===== src/rtl/clock_div_prog_pkg.sv =====
// Shared types and constants for the programmable clock divider.
package clock_div_prog_pkg;

    localparam int unsigned CNT_WIDTH_MAX = 32;
    localparam int unsigned DIV_CLAMP     = 2;

    // Widest divisor/counter word; a channel keeps the low par_cnt_width bits.
    typedef logic [CNT_WIDTH_MAX-1:0] div_word_t;

    typedef enum logic [1:0] {
        STOPPED,
        RUN_HIGH,
        RUN_LOW
    } chan_state_e;

    function automatic div_word_t clamp_div(input div_word_t d);
        return (d == div_word_t'(1)) ? div_word_t'(DIV_CLAMP) : d;
    endfunction

    function automatic int sel_width(input int n);
        return (n > 1) ? $clog2(n) : 1;
    endfunction

endpackage


===== src/rtl/clock_div_prog_chan.sv =====
// One divided-clock channel: period counter, pending divisor slot, clock/reset/strobe outputs.
// CLOCK_DIV_PROG_RST_OUT_EN selects the per-channel divided-domain reset sequencing.
//
// state    | meaning
// STOPPED  | divisor is 0, clock parked low, reset held
// RUN_HIGH | o_clk_div high phase (count 0 .. ceil(D/2)-1)
// RUN_LOW  | o_clk_div low phase, also the state right after reset
module clock_div_prog_chan
    import clock_div_prog_pkg::*;
#(
    parameter int par_cnt_width   = 16,
    parameter int par_div_default = 1000
) (
    input  logic                     clk,
    input  logic                     rst,
    input  logic                     load,
    input  logic [par_cnt_width-1:0] load_value,
    output logic                     pend_full,
    output logic                     clk_div,
    output logic                     rst_div,
    output logic                     ce_rise,
    output logic                     ce_fall
);

    typedef logic [par_cnt_width-1:0] cnt_t;

    chan_state_e state, state_next;
    cnt_t        cnt, cnt_next;
    cnt_t        div_act, div_next;
    cnt_t        pend_val, pend_val_next;
    logic        pend_full_next;
    cnt_t        load_d;
    cnt_t        half;
    logic        stopped;
    logic        term;

    assign load_d  = cnt_t'(clamp_div(div_word_t'(load_value)));
    assign stopped = (div_act == '0);
    assign half    = (div_act >> 1) + cnt_t'(div_act[0]);
    assign term    = (cnt == div_act - cnt_t'(1));

    always_ff @(posedge clk or posedge rst) begin
        if (rst) begin
            state   <= RUN_LOW;
            clk_div <= 1'b0;
        end else begin
            state   <= state_next;
            clk_div <= (state_next == RUN_HIGH);
        end
    end

    always_comb begin
        state_next = state;
        if (stopped) begin
            state_next = (load && load_d != '0) ? RUN_LOW : STOPPED;
        end else begin
            state_next = (cnt < half) ? RUN_HIGH : RUN_LOW;
        end
    end

    always_comb begin
        ce_rise = !rst && (state_next == RUN_HIGH) && (state != RUN_HIGH);
        ce_fall = !rst && (state == RUN_HIGH) && (state_next != RUN_HIGH);
    end

    // New divisors only land on the period wrap so no phase is ever cut short.
    always_comb begin
        cnt_next       = cnt;
        div_next       = div_act;
        pend_full_next = pend_full;
        pend_val_next  = pend_val;
        if (stopped) begin
            cnt_next = '0;
            if (load) begin
                div_next = load_d;
            end
        end else if (term) begin
            cnt_next = '0;
            if (pend_full) begin
                div_next       = pend_val;
                pend_full_next = 1'b0;
            end
        end else begin
            cnt_next = cnt + cnt_t'(1);
        end
        if (!stopped && load) begin
            pend_val_next  = load_d;
            pend_full_next = 1'b1;
        end
    end

    always_ff @(posedge clk or posedge rst) begin
        if (rst) begin
            cnt       <= '0;
            div_act   <= cnt_t'(par_div_default);
            pend_val  <= '0;
            pend_full <= 1'b0;
        end else begin
            cnt       <= cnt_next;
            div_act   <= div_next;
            pend_val  <= pend_val_next;
            pend_full <= pend_full_next;
        end
    end

`ifdef CLOCK_DIV_PROG_RST_OUT_EN
    always_ff @(posedge clk or posedge rst) begin
        if (rst) begin
            rst_div <= 1'b1;
        end else if (state_next == STOPPED) begin
            rst_div <= 1'b1;
        end else if (ce_fall) begin
            rst_div <= 1'b0;
        end
    end
`else
    always_ff @(posedge clk or posedge rst) begin
        if (rst) begin
            rst_div <= 1'b1;
        end else begin
            rst_div <= 1'b0;
        end
    end
`endif

endmodule


===== src/rtl/clock_div_prog.sv =====
// Programmable multi-channel clock divider: divisor load decode, ready mux and channel array.
// CLOCK_DIV_PROG_RST_OUT_EN enables sequenced per-channel divided-domain resets.
module clock_div_prog
    import clock_div_prog_pkg::*;
#(
    parameter int par_channels    = 2,
    parameter int par_cnt_width   = 16,
    parameter int par_div_default = 1000
) (
    input  logic                                  i_clk_mhz,
    input  logic                                  i_rst_mhz,
    input  logic                                  i_div_valid,
    input  logic [sel_width(par_channels)-1:0]    i_div_sel,
    input  logic [par_cnt_width-1:0]              i_div_value,
    output logic                                  o_div_ready,
    output logic [par_channels-1:0]               o_clk_div,
    output logic [par_channels-1:0]               o_rst_div,
    output logic [par_channels-1:0]               o_ce_rise,
    output logic [par_channels-1:0]               o_ce_fall
);

    logic                    started;
    logic                    sel_ok;
    logic                    sel_busy;
    logic                    accept;
    logic [par_channels-1:0] pend_full;
    logic [par_channels-1:0] load;

    always_ff @(posedge i_clk_mhz or posedge i_rst_mhz) begin
        if (i_rst_mhz) begin
            started <= 1'b0;
        end else begin
            started <= 1'b1;
        end
    end

    // Out-of-range selects are never busy, so they are accepted and dropped.
    assign sel_ok = (32'(i_div_sel) < 32'(par_channels));

    always_comb begin
        sel_busy = 1'b0;
        for (int i = 0; i < par_channels; i++) begin
            if (sel_ok && (32'(i_div_sel) == 32'(i))) begin
                sel_busy = pend_full[i];
            end
        end
    end

    assign o_div_ready = started && !sel_busy;
    assign accept      = i_div_valid && o_div_ready;

    for (genvar g = 0; g < par_channels; g++) begin : g_chan
        assign load[g] = accept && (32'(i_div_sel) == 32'(g));

        clock_div_prog_chan #(
            .par_cnt_width   (par_cnt_width),
            .par_div_default (par_div_default)
        ) u_chan (
            .clk        (i_clk_mhz),
            .rst        (i_rst_mhz),
            .load       (load[g]),
            .load_value (i_div_value),
            .pend_full  (pend_full[g]),
            .clk_div    (o_clk_div[g]),
            .rst_div    (o_rst_div[g]),
            .ce_rise    (o_ce_rise[g]),
            .ce_fall    (o_ce_fall[g])
        );
    end

endmodule


===== config.mk =====
export PLATFORM = sky130hd
export DESIGN_NAME = clock_div_prog
export DESIGN_NICKNAME = d
export VERILOG_FILES = /design/src/rtl/clock_div_prog_pkg.sv /design/src/rtl/clock_div_prog_chan.sv /design/src/rtl/clock_div_prog.sv
export SDC_FILE = /design/constraint.sdc
export NUM_CORES = 1
export LEC_CHECK = 0
export ABC_CLOCK_PERIOD_IN_PS = 6800
export BUFFER_PORTS_ARGS = -buffer_cell sky130_fd_sc_hd__buf_2
export CAP_MARGIN = 20
export CORE_AREA = 4 4 107 135
export DETAILED_ROUTE_END_ITERATION = 16
export DIE_AREA = 0 0 111 139
export MAX_ROUTING_LAYER = met4
export PLACE_DENSITY = 0.74
export SLEW_MARGIN = 20
export SYNTH_ARGS = -nofsm -noshare
export SYNTH_HDL_FRONTEND = slang
export SYNTH_SLANG_ARGS = --single-unit

===== constraint.sdc =====
create_clock -name i_clk_mhz -period 6.8 [get_ports i_clk_mhz]
set_input_delay 1.7 -clock i_clk_mhz [delete_from_list [all_inputs] [get_ports i_clk_mhz]]
set_output_delay 1.7 -clock i_clk_mhz [all_outputs]
set_load 0.05 [all_outputs]

==> results.toml <==
[floorplanning]
die_w_um = 111
coreArea_um2 = 13100
pin_count = 29
start_util_pct = 54.2
die_h_um = 139
num_rows = 47
die_area_um2 = 15400

[flow_run]
drv_cap = 0

[grt]
grt_pass1_vias = 6042
grt_max_degree = 80
grt-ovfl-total = 0
antenna_found_initial = 0
grt_usage_pct = 25.0
grt_pass1_wl_um = 30600

[clock_tree]
cts_tree = "yes"
cts_made_buffers = 9
hold_buffers = 0
cts_num_sinks = 106
cts_root_buf = "clkbuf_16"
cts.clk_slew.worst_paths_ns = 0.08
clock_path_buffers = 2
clkLatencyLatePin_ns = 0.36
h-tree-depth = 3

[final_layout]
n_antenna_cell = 0
final_net_count = 871
area_delta_synth_final_pct = 6.85
multiInputGateArea_um2 = 4050
fillers = 1179
seq_area_um2 = 2670
post-route-util_pct = 57.9
drive_gt1_share_pct = 11.2

[detailed_routing]
firstDrtPassIters = 5
wirelength_um = 18500
drc = 0
drtIter0Drc = 319
ant_nets = 0
via_count = 5884
wl_per_cell_um = 18.8
vias_per_cell = 5.96

[status]
outcome = "complete, no violations"

[pwr]
powerDensity_nw_per_um2 = 418
cellLeakagePower_nw = 3.34
ir_worst_vdd_mv = 0.245
power_mw = 3.18

[logic_synthesis]
synthCells = 813
synth.top_cell.area_share_pct = 32.1
yosys-top-cells-area = "dfrtp_1, ha_1, xnor2_1"
yosysWarnings = 0
synth_top_cell_by_area = "dfrtp_1"
ys_ff_latch = 106
ys_seq_area_share_pct = 37.6
syn-num-nets = 873
syn-cell-area_um2 = 7100
ys_top_cells_by_count = "nand2_1, dfrtp_1, nor2_1"
dominantRegCellSynth = "dfrtp_1"
synthArstFlopShare_pct = 100
syn-mean-instance-area_um2 = 8.74
yosysUniqueCellTypes = 65
synth_edf_count = 0
yosysMostFrequentCell = "nand2_1"

[timing]
fin_crit_sh_pct = 92.6
hold_viol_final = 0
holdWs_ns = 0.480
rsz0062_at_grt = "false"
relSlewSlack_pct = 35.9
fin_setup_tns_ns = 0
period_needed_ns = 6.30
setup_viol = 0
skew_ns = 0.00791
tightestPinTransition_ns = 0.957
fmax_ghz = 0.159
finalMaxSlewViolations = 0

[setup_path]
cp_slowest_cell = "dfstp_2"
start_kind = "register"
path_class = "reg -> out"
worstPathRequired_ns = 5.10
critPathMaxStageDelay_ns = 0.60
cpMostUsedCell = "a21o_1"
path_cells = "inv_1 > nor4_1 > nand3_1 > nor3_1 > nand4_1 > xnor2_1 > ha_1 > a21o_1 > a21o_1 > a221oi_1 > o21ai_0 > a311oi_2 > nor3b_1 > buf_2"
worstPathMaxFanout = 6
cp.arrival_ns = 4.60
setup.worst_path.end_class = "primary output"

[place]
hpwl_um = 14300
io_buffers = 28
gp_congestion = 0.962

[worst_hold_path]
min_path_type = "reg -> reg"
cell families after synthesis:
kind of cell             after synthesis  share of synthesized area, %
AND/OR/NAND/NOR                      337                          23.4
AO/OA/AOI/OAI                        147                          14.8
flip-flops                           106                          37.6
XOR/XNOR                              89                          11.2
buffers and inverters                 89                          5.43
adder cells (fa/ha/maj)               40                          7.05
multiplexers                           3                         0.423
other                                  2                         0.106
what timing repair did:
item | CTS | global route
gates resized for setup | 0 | 1
setup buffers | 0 | 0
endpoints found under the setup margin | 0 | 1
sequential cells by signal, indices dropped and copies added, names as in the netlist:
signal / cells
g_chan.u_chan.state: 4
g_chan.u_chan.pend_val: 32
g_chan.u_chan.pend_full: 2
g_chan.u_chan.rst_div: 1
started: 1
g_chan.u_chan.cnt: 32
g_chan.u_chan.clk_div: 2
g_chan.u_chan.div_act: 32
routing by layer:
layer	track usage (%)	up-vias	wire length, um
met2	46.5	123	10200
met5	-	-	0
met3	3.01	56	480
met1	26.1	2879	7090
li1	-	2826	-
met4	11.3	0	761
per-stage QoR:
| step | area (um^2) | setup slack [ns] | cells |
|---|---|---|---|
| after floorplan | 7100 | 1.41 | 813 |
| after global placement | 7270 | 0.915 | 970 |
| after detailed placement | 7270 | 0.832 | 970 |
| after CTS | 7560 | 0.367 | 986 |
| after global routing | 7590 | 0.0957 | 987 |
| final | 7590 | 0.501 | 987 |
critical path, delay by kind of cell (launching register included):
kind	cells	cell delay, ns
compound gates	5	1.20
xor+xnor	1	0.16
simple gates	5	1.60
flops	1	0.60
fa+ha+maj	1	0.29
buf+inv	2	0.38
placed cells by master (no fill, tap or decap), types with 17 or more instances in the layout:
master      n
nand3b_1   17
nor2_1     68
ha_1       40
buf_2      28
nor3_1     21
xnor2_1    57
a21oi_1    33
nand2_1   121
nand3_1    43
dfrtp_1    91
o22ai_1    19
inv_1      41
xor2_1     31
where the power goes:
| part | leakage (nW) | internal (mW) | switching (mW) |
|---|---|---|---|
| clock network | 0.140 | 0.256 | 0.262 |
| registers | 1.32 | 0.868 | 0.298 |
| logic | 1.89 | 0.631 | 0.862 |
| total | 3.34 | 1.75 | 1.42 |
path summary, 6_finish.rpt:
kind,cells after the start,startpoint,end,slack (ns)
max,14,g_chan[0].u_chan.div_act[5],o_ce_rise[0],0.50
min,2,g_chan[1].u_chan.pend_val[7],g_chan[1].u_chan.pend_val[7],0.48
max reg2reg,13,g_chan[0].u_chan.div_act[5],g_chan[0].u_chan.state[1],2.90
min reg2reg,2,g_chan[1].u_chan.pend_val[7],g_chan[1].u_chan.pend_val[7],0.48
max in group asynchronous,4,i_rst_mhz,g_chan[0].u_chan.div_act[3],4.32
min in group asynchronous,2,i_rst_mhz,g_chan[0].u_chan.state[0],1.36
layout make-up:
class / count / share of cell area, %
sequential: 106 / 35.2
clock inverter: 7 / 0.808
tap: 171 / 2.82
inverter: 42 / 2.11
clock buffer: 9 / 2.97
timing repair buffer: 34 / 2.70
multi-input combinational: 618 / 53.4
Note: power is estimated with default switching activity, not from simulation.
